[config.mk]
export PLATFORM = sky130hd
export DESIGN_NAME = mem_requester_flat
export DESIGN_NICKNAME = d
export VERILOG_FILES = /design/src/rtl/mem_requester_if.sv /design/src/rtl/mem_requester.sv /design/src/flat_wrapper.sv
export SDC_FILE = /design/constraint.sdc
export NUM_CORES = 1
export LEC_CHECK = 0
export ABC_CLOCK_PERIOD_IN_PS = 2000
export BUFFER_PORTS_ARGS = -buffer_cell sky130_fd_sc_hd__buf_2
export CORE_AREA = 3 3 131 133
export DETAILED_ROUTE_END_ITERATION = 16
export DIE_AREA = 0 0 134 136
export HOLD_SLACK_MARGIN = 0.02
export PLACE_DENSITY_LB_ADDON = 0.2
export SLEW_MARGIN = 0
export SYNTH_ARGS = -nofsm -noshare
export SYNTH_HDL_FRONTEND = slang
export SYNTH_SLANG_ARGS = --single-unit
[constraint.sdc]
create_clock -name clk -period 2 [get_ports clk]
set_input_delay 0.4 -clock clk [delete_from_list [all_inputs] [get_ports clk]]
set_output_delay 0.4 -clock clk [all_outputs]
set_load 0.02 [all_outputs]
[src/rtl/mem_requester_if.sv]
// Pipeline-side and memory-side signals of mem_requester, grouped in one bundle.
// master: the requester itself; slave: the pipeline stages and memory that surround it.
interface mem_requester_if;
    logic        if_req;
    logic [31:0] if_adr;
    logic        if_rdy;
    logic [31:0] if_data;

    logic        ls_req;
    logic        ls_we;
    logic [31:0] ls_adr;
    logic [31:0] ls_wdata;
    logic [2:0]  ls_siz;
    logic        ls_rdy;
    logic [31:0] ls_rdata;
    logic        ls_err;

    logic        I_start;
    logic [31:0] I_adr;
    logic        I_busy;
    logic        I_done;
    logic [31:0] I_out;

    logic        D_start;
    logic [31:0] D_adr;
    logic        D_load;
    logic [31:0] D_in;
    logic [2:0]  D_siz;
    logic        D_busy;
    logic        D_done;
    logic [31:0] D_out;

    modport master (
        input  if_req, if_adr, ls_req, ls_we, ls_adr, ls_wdata, ls_siz,
        input  I_busy, I_done, I_out, D_busy, D_done, D_out,
        output if_rdy, if_data, ls_rdy, ls_rdata, ls_err,
        output I_start, I_adr, D_start, D_adr, D_load, D_in, D_siz
    );

    modport slave (
        output if_req, if_adr, ls_req, ls_we, ls_adr, ls_wdata, ls_siz,
        output I_busy, I_done, I_out, D_busy, D_done, D_out,
        input  if_rdy, if_data, ls_rdy, ls_rdata, ls_err,
        input  I_start, I_adr, D_start, D_adr, D_load, D_in, D_siz
    );
endinterface

[src/rtl/mem_requester.sv]
// Arbitrates IF fetches and MEM loads/stores onto the memory's I/D start/busy/done ports.
// Optional watchdog abort enabled by defining MEMREQ_TIMEOUT_EN.
module mem_requester #(
    parameter int unsigned TIMEOUT_CYC = 1024
) (
    input logic            clk,
    input logic            rst,
    mem_requester_if.master bus
);

    typedef enum logic [2:0] {StIdle, StIReq, StIWait, StDReq, StDWait, StResp} state_e;

    state_e      state_q, state_d;
    logic [31:0] i_adr_q;
    logic [31:0] d_adr_q;
    logic [31:0] d_wdata_q;
    logic        d_we_q;
    logic [2:0]  d_siz_q;
    logic        resp_ls_q;
    logic [31:0] if_data_q;
    logic [31:0] ls_rdata_q;
    logic        ls_err_q;

    logic ls_misaligned;
    logic i_fin;
    logic d_fin;
    logic timeout;
    logic abort;

    assign ls_misaligned = (bus.ls_siz[1:0] == 2'b01 && bus.ls_adr[0]) ||
                           (bus.ls_siz[1:0] == 2'b10 && bus.ls_adr[1:0] != 2'b00);
    // Only meaningful in *_WAIT, which is entered after busy was seen high: stale done is ignored.
    assign i_fin = !bus.I_busy && bus.I_done;
    assign d_fin = !bus.D_busy && bus.D_done;

`ifdef MEMREQ_TIMEOUT_EN
    logic [31:0] cnt_q, cnt_d;
    logic        in_xfer;

    assign in_xfer = (state_q == StIReq) || (state_q == StIWait) ||
                     (state_q == StDReq) || (state_q == StDWait);
    assign timeout = in_xfer && (cnt_q == TIMEOUT_CYC - 32'd1);

    always_comb begin
        cnt_d = '0;
        if (in_xfer && state_d == state_q) cnt_d = cnt_q + 32'd1;
    end

    always_ff @(posedge clk or negedge rst) begin
        if (!rst) cnt_q <= '0;
        else      cnt_q <= cnt_d;
    end
`else
    // Watchdog compiled out; the parameter is kept so both builds share one instantiation.
    assign timeout = 1'b0 && (TIMEOUT_CYC != 0);
`endif

    // A normal completion on the abort edge wins over the watchdog.
    assign abort = timeout && !(state_q == StIWait && i_fin) && !(state_q == StDWait && d_fin);

    function automatic logic [31:0] load_ext(input logic [2:0] siz, input logic [31:0] d);
        case (siz)
            3'b000:  return {{24{d[7]}}, d[7:0]};
            3'b001:  return {{16{d[15]}}, d[15:0]};
            3'b100:  return {24'b0, d[7:0]};
            3'b101:  return {16'b0, d[15:0]};
            default: return d;
        endcase
    endfunction

    always_ff @(posedge clk or negedge rst) begin
        if (!rst) state_q <= StIdle;
        else      state_q <= state_d;
    end

    always_comb begin
        state_d = state_q;
        case (state_q)
            StIdle: begin
                if (bus.ls_req)      state_d = ls_misaligned ? StResp : StDReq;
                else if (bus.if_req) state_d = StIReq;
            end
            StIReq:  if (bus.I_busy) state_d = StIWait;
            StIWait: if (i_fin)      state_d = StResp;
            StDReq:  if (bus.D_busy) state_d = StDWait;
            StDWait: if (d_fin)      state_d = StResp;
            StResp:                  state_d = StIdle;
            default:                 state_d = StIdle;
        endcase
        if (timeout) state_d = StResp;
    end

    always_comb begin
        bus.I_start = 1'b0;
        bus.D_start = 1'b0;
        bus.if_rdy  = 1'b0;
        bus.ls_rdy  = 1'b0;
        unique case (state_q)
            StIReq: bus.I_start = 1'b1;
            StDReq: bus.D_start = 1'b1;
            StResp: begin
                if (resp_ls_q) bus.ls_rdy = 1'b1;
                else           bus.if_rdy = 1'b1;
            end
            default: ;
        endcase
    end

    always_ff @(posedge clk or negedge rst) begin
        if (!rst) begin
            i_adr_q    <= '0;
            d_adr_q    <= '0;
            d_wdata_q  <= '0;
            d_we_q     <= 1'b0;
            d_siz_q    <= '0;
            resp_ls_q  <= 1'b0;
            if_data_q  <= '0;
            ls_rdata_q <= '0;
            ls_err_q   <= 1'b0;
        end else begin
            case (state_q)
                StIdle: begin
                    if (bus.ls_req) begin
                        resp_ls_q <= 1'b1;
                        if (ls_misaligned) begin
                            ls_err_q   <= 1'b1;
                            ls_rdata_q <= '0;
                        end else begin
                            d_adr_q   <= bus.ls_adr;
                            d_wdata_q <= bus.ls_wdata;
                            d_we_q    <= bus.ls_we;
                            d_siz_q   <= bus.ls_siz;
                        end
                    end else if (bus.if_req) begin
                        resp_ls_q <= 1'b0;
                        i_adr_q   <= bus.if_adr;
                    end
                end
                StIWait: if (i_fin) if_data_q <= bus.I_out;
                StDWait: begin
                    if (d_fin) begin
                        ls_rdata_q <= d_we_q ? 32'h0 : load_ext(d_siz_q, bus.D_out);
                        ls_err_q   <= 1'b0;
                    end
                end
                default: ;
            endcase
            if (abort) begin
                if (resp_ls_q) begin
                    ls_err_q   <= 1'b1;
                    ls_rdata_q <= '0;
                end else begin
                    if_data_q <= 32'h0000_0013;
                end
            end
        end
    end

    assign bus.I_adr    = i_adr_q;
    assign bus.D_adr    = d_adr_q;
    assign bus.D_in     = d_wdata_q;
    assign bus.D_load   = d_we_q;
    assign bus.D_siz    = d_siz_q;
    assign bus.if_data  = if_data_q;
    assign bus.ls_rdata = ls_rdata_q;
    assign bus.ls_err   = ls_err_q;

endmodule
[src/flat_wrapper.sv]
// flat-port wrapper written by rule: the top's interface ports become plain ports
module mem_requester_flat 
#(
    parameter int unsigned TIMEOUT_CYC = 1024
)
  (clk, rst, bus_if_req, bus_if_adr, bus_ls_req, bus_ls_we, bus_ls_adr, bus_ls_wdata, bus_ls_siz, bus_I_busy, bus_I_done, bus_I_out, bus_D_busy, bus_D_done, bus_D_out, bus_if_rdy, bus_if_data, bus_ls_rdy, bus_ls_rdata, bus_ls_err, bus_I_start, bus_I_adr, bus_D_start, bus_D_adr, bus_D_load, bus_D_in, bus_D_siz);
  mem_requester_if bus_i ();
  input logic clk;
  input logic rst;
  input wire logic [$bits(bus_i.if_req)-1:0] bus_if_req;
  input wire logic [$bits(bus_i.if_adr)-1:0] bus_if_adr;
  input wire logic [$bits(bus_i.ls_req)-1:0] bus_ls_req;
  input wire logic [$bits(bus_i.ls_we)-1:0] bus_ls_we;
  input wire logic [$bits(bus_i.ls_adr)-1:0] bus_ls_adr;
  input wire logic [$bits(bus_i.ls_wdata)-1:0] bus_ls_wdata;
  input wire logic [$bits(bus_i.ls_siz)-1:0] bus_ls_siz;
  input wire logic [$bits(bus_i.I_busy)-1:0] bus_I_busy;
  input wire logic [$bits(bus_i.I_done)-1:0] bus_I_done;
  input wire logic [$bits(bus_i.I_out)-1:0] bus_I_out;
  input wire logic [$bits(bus_i.D_busy)-1:0] bus_D_busy;
  input wire logic [$bits(bus_i.D_done)-1:0] bus_D_done;
  input wire logic [$bits(bus_i.D_out)-1:0] bus_D_out;
  output wire logic [$bits(bus_i.if_rdy)-1:0] bus_if_rdy;
  output wire logic [$bits(bus_i.if_data)-1:0] bus_if_data;
  output wire logic [$bits(bus_i.ls_rdy)-1:0] bus_ls_rdy;
  output wire logic [$bits(bus_i.ls_rdata)-1:0] bus_ls_rdata;
  output wire logic [$bits(bus_i.ls_err)-1:0] bus_ls_err;
  output wire logic [$bits(bus_i.I_start)-1:0] bus_I_start;
  output wire logic [$bits(bus_i.I_adr)-1:0] bus_I_adr;
  output wire logic [$bits(bus_i.D_start)-1:0] bus_D_start;
  output wire logic [$bits(bus_i.D_adr)-1:0] bus_D_adr;
  output wire logic [$bits(bus_i.D_load)-1:0] bus_D_load;
  output wire logic [$bits(bus_i.D_in)-1:0] bus_D_in;
  output wire logic [$bits(bus_i.D_siz)-1:0] bus_D_siz;
  assign bus_i.if_req = bus_if_req;
  assign bus_i.if_adr = bus_if_adr;
  assign bus_i.ls_req = bus_ls_req;
  assign bus_i.ls_we = bus_ls_we;
  assign bus_i.ls_adr = bus_ls_adr;
  assign bus_i.ls_wdata = bus_ls_wdata;
  assign bus_i.ls_siz = bus_ls_siz;
  assign bus_i.I_busy = bus_I_busy;
  assign bus_i.I_done = bus_I_done;
  assign bus_i.I_out = bus_I_out;
  assign bus_i.D_busy = bus_D_busy;
  assign bus_i.D_done = bus_D_done;
  assign bus_i.D_out = bus_D_out;
  assign bus_if_rdy = bus_i.if_rdy;
  assign bus_if_data = bus_i.if_data;
  assign bus_ls_rdy = bus_i.ls_rdy;
  assign bus_ls_rdata = bus_i.ls_rdata;
  assign bus_ls_err = bus_i.ls_err;
  assign bus_I_start = bus_i.I_start;
  assign bus_I_adr = bus_i.I_adr;
  assign bus_D_start = bus_i.D_start;
  assign bus_D_adr = bus_i.D_adr;
  assign bus_D_load = bus_i.D_load;
  assign bus_D_in = bus_i.D_in;
  assign bus_D_siz = bus_i.D_siz;
  mem_requester #(.TIMEOUT_CYC(TIMEOUT_CYC)) u_core (.clk(clk), .rst(rst), .bus(bus_i));
endmodule
==> results.yml <==
critical_path:
  cpLargestDelayFamily: "buffers and inverters"
  end_kind: "output port"
  start_kind: "flip-flop"
  cp_num_buf_inv: 3
  path_class: "flip-flop to output port"
  worstPathCellList: "buf_4 -> inv_1 -> nor2_2 -> and3_1 -> buf_2"
  reg2regPathDepth: 6
  reg2reg_slack_ps: 180
  r2r-start: "u_core.state_q[0]$_DFFE_PN0P_"
  cp_max_fo: 7
  slowest_stage: "dfrtp_2"
  required_ps: 1600
  critPathMaxStageDelay_ps: 400
  crit_arrival_ps: 1490
  rr_endpoint: "u_core.bus.I_adr[28]$_DFFE_PN0P_"
placed_design:
  routabilityCongestion: 0.749
  portBuffers: 340
  post-place-ws_ps: 48.2
  dp_hpwl_mm: 14.9
clock_network:
  cts_tree: "done"
  htreeDepth: 4
  cts_made_buffers: 17
  clock_path_buffers: 2
  clock_latency_ps: 410
  clk_pin_slew_ps: 60
  cts_sinks: 169
  cts-root-buf: "clkbuf_16"
global_routing:
  grt_max_degree: 50
  grt_pass1_vias: 5496
  grt_usage: 0.206
  grt-ovfl-total: 0
  antenna_found_initial: 2
  grt_first_pass_wirelength_mm: 29.2
sta:
  hold_violations: 0
  grt_setup_unrepaired: "no"
  fmax_mhz: 529
  setup_viol: 0
  post-route-period-util: 0.945
  worst_pin_slew_ps: 498
  setup_ws_ps: 110
  setup_tns_ps: 0
  period_needed_ps: 1890
  skew_ps: 10.0
  slew_violations: 0
  maxSlewHeadroom: 0.668
yosys:
  synth_mux_area_frac: 0.235
  synth_nets: 645
  yosys.area_share.adder: 0
  syn_avg_cell_area_um2: 14.6
  synth_xor_area_frac: 0
  yosys.area_share.simple: 0.0488
  ys.flop_type: "dfrtp_1"
  postSynthCellCount: 473
  syn_area_um2: 6930
  ys_seq_area_frac: 0.611
  synth_edf_count: 0
  ys_async_sr_fraction: 1.00
  ys_ff_latch: 169
  ys_types: 37
  synth_top_family_by_area: "multiplexers"
  ys.warnings.count: 0
  synth_compound_area_frac: 0.0735
pwr:
  irDropWorstVdd_uv: 777
  p_per_area_nw_per_um2: 1680
  p_leak_nw: 4.79
flow_run:
  cap_violations: 0
cells_and_area:
  final_nets: 995
  drive_above_1_share: 0.645
  area_growth_pct: 38.5
  n_fill_cell: 1335
detailed_routing:
  wl_per_cell_um: 18.3
  antenna_left: 0
  wirelength_mm: 19.2
  dr.pass1.iters: 5
  num_vias: 5208
  drc: 0
  viasPerCell: 4.96
  drt_first_iter_violations: 126
floorplan:
  die_w_um: 134
  start_util: 0.434
  num_rows: 46
  coreArea_um2: 15900
  ioPinCount: 341
  die_h_um: 136
  die_area_um2: 18200
min_path:
  min_from: "bus_ls_wdata[24]"
  hold_end: "u_core.bus.D_in[24]$_DFFE_PN0P_"
  holdCritPathClass: "input port to flip-flop"
  worst_hold_path.num_cells: 2
run_status:
  outcome: "finished, final reports clean"
layout make-up:
class                      instances  area (um2)  share of cell area
multi-input combinational        270        2490               0.259
clock inverter                    10         145              0.0151
sequential                       169        4230               0.441
clock buffer                      19         453              0.0472
tap                              216         270              0.0282
timing repair buffer             363        2000               0.208
antenna                            2        5.00            0.000522
inverter                           2        7.51            0.000782
metrics by stage:
step	hold slack, ps	cell area, um2	std cells	power [mW]	utilization
CTS	177	9590	1049	16.3	0.601
global placement	369	8970	1018	12.7	0.563
finish	199	9590	1051	16.1	0.602
global route	184	9590	1051	17.0	0.602
detailed placement	382	8970	1018	12.9	0.563
floorplan	104	6930	473	10.2	-
per-layer routing:
metal  global-route usage  vias to the layer above  routed length [um]
li1                     -                     2408                   -
met1                0.237                     2544                7310
met2                0.357                      227                9960
met3               0.0685                       29                1510
met4               0.0783                        0                 442
met5                    0                        -                   0
power breakdown:
group | leakage, nW | switching, mW | internal, mW
Clock | 0.287 | 1.30 | 2.02
Sequential | 2.08 | 0.829 | 5.00
Combinational | 2.42 | 4.05 | 2.92
Total | 4.79 | 6.18 | 9.94
layout by cell type, fill, tap and decap left out, types with 2 or more instances in the layout:
cell type     n
buf_2       339
dfrtp_1     168
mux2_2      128
o211ai_1     25
o21ai_0      17
clkbuf_16    17
nor2b_1      16
o31ai_1      16
nand2_1      15
buf_4        13
a21oi_1       9
buf_12        9
mux2_1        7
mux2_4        6
nor2_1        5
nor2_2        3
clkinv_4      3
bufinv_16     3
diode_2       2
inv_1         2
nor4b_4       2
nand3b_1      2
mux2i_1       2
clkinvlp_4    2
clkbuf_8      2
sequential cells by signal, indices dropped and copies added (netlist names):
signal               cells
u_core.bus.ls_rdata     32
u_core.bus.ls_err        1
u_core.bus.D_load        1
u_core.bus.if_data      32
u_core.state_q           3
u_core.resp_ls_q         1
u_core.bus.I_adr        32
u_core.bus.D_in         32
u_core.bus.D_adr        32
u_core.bus.D_siz         3
kinds of logic (layout without fill, tap and decap cells):
group           count (synthesis)  in the layout
buf+inv                        34            394
other cells                     0              2
flops                         169            169
simple gates                   52             52
compound gates                 75             75
mux                           143            143
cell usage after synthesis (all sizes together) (8+ instances only):
master | number | area share
dfrtp | 169 | 0.61
mux2 | 141 | 0.23
o211ai | 25 | 0.027
buf | 22 | 0.025
o21ai | 19 | 0.015
nand2 | 16 | 0.0090
nor2b | 16 | 0.014
o31ai | 16 | 0.017
clkbuf | 10 | 0.0054
a21oi | 9 | 0.0065
nor2 | 8 | 0.0051
worst max-delay path by stage:
stage               cells after the start                          start                                to  slack [ps]
floorplan                               7                  bus_ls_siz[0]   u_core.bus.D_in[25]$_DFFE_PN0P_         220
finish                                  5  u_core.state_q[0]$_DFFE_PN0P_                        bus_ls_rdy         110
global route                            5  u_core.state_q[0]$_DFFE_PN0P_                        bus_ls_rdy           9
global placement                        6                  bus_ls_siz[0]   u_core.bus.D_siz[1]$_DFFE_PN0P_          80
CTS                                     5  u_core.state_q[0]$_DFFE_PN0P_                        bus_ls_rdy          70
detailed placement                      6                  bus_ls_siz[0]  u_core.bus.D_adr[31]$_DFFE_PN0P_          50
repair_timing:
item | 4_1_cts | 5_1_grt
buffers inserted | 1 | 0
setup endpoints to repair | 3 | 2
resized for setup | 1 | 1
hold buffers | 1 | 0
cloned | 0 | 0
endpoints found under the hold margin | 46 | 0
Power figures use the tool's default switching activity.
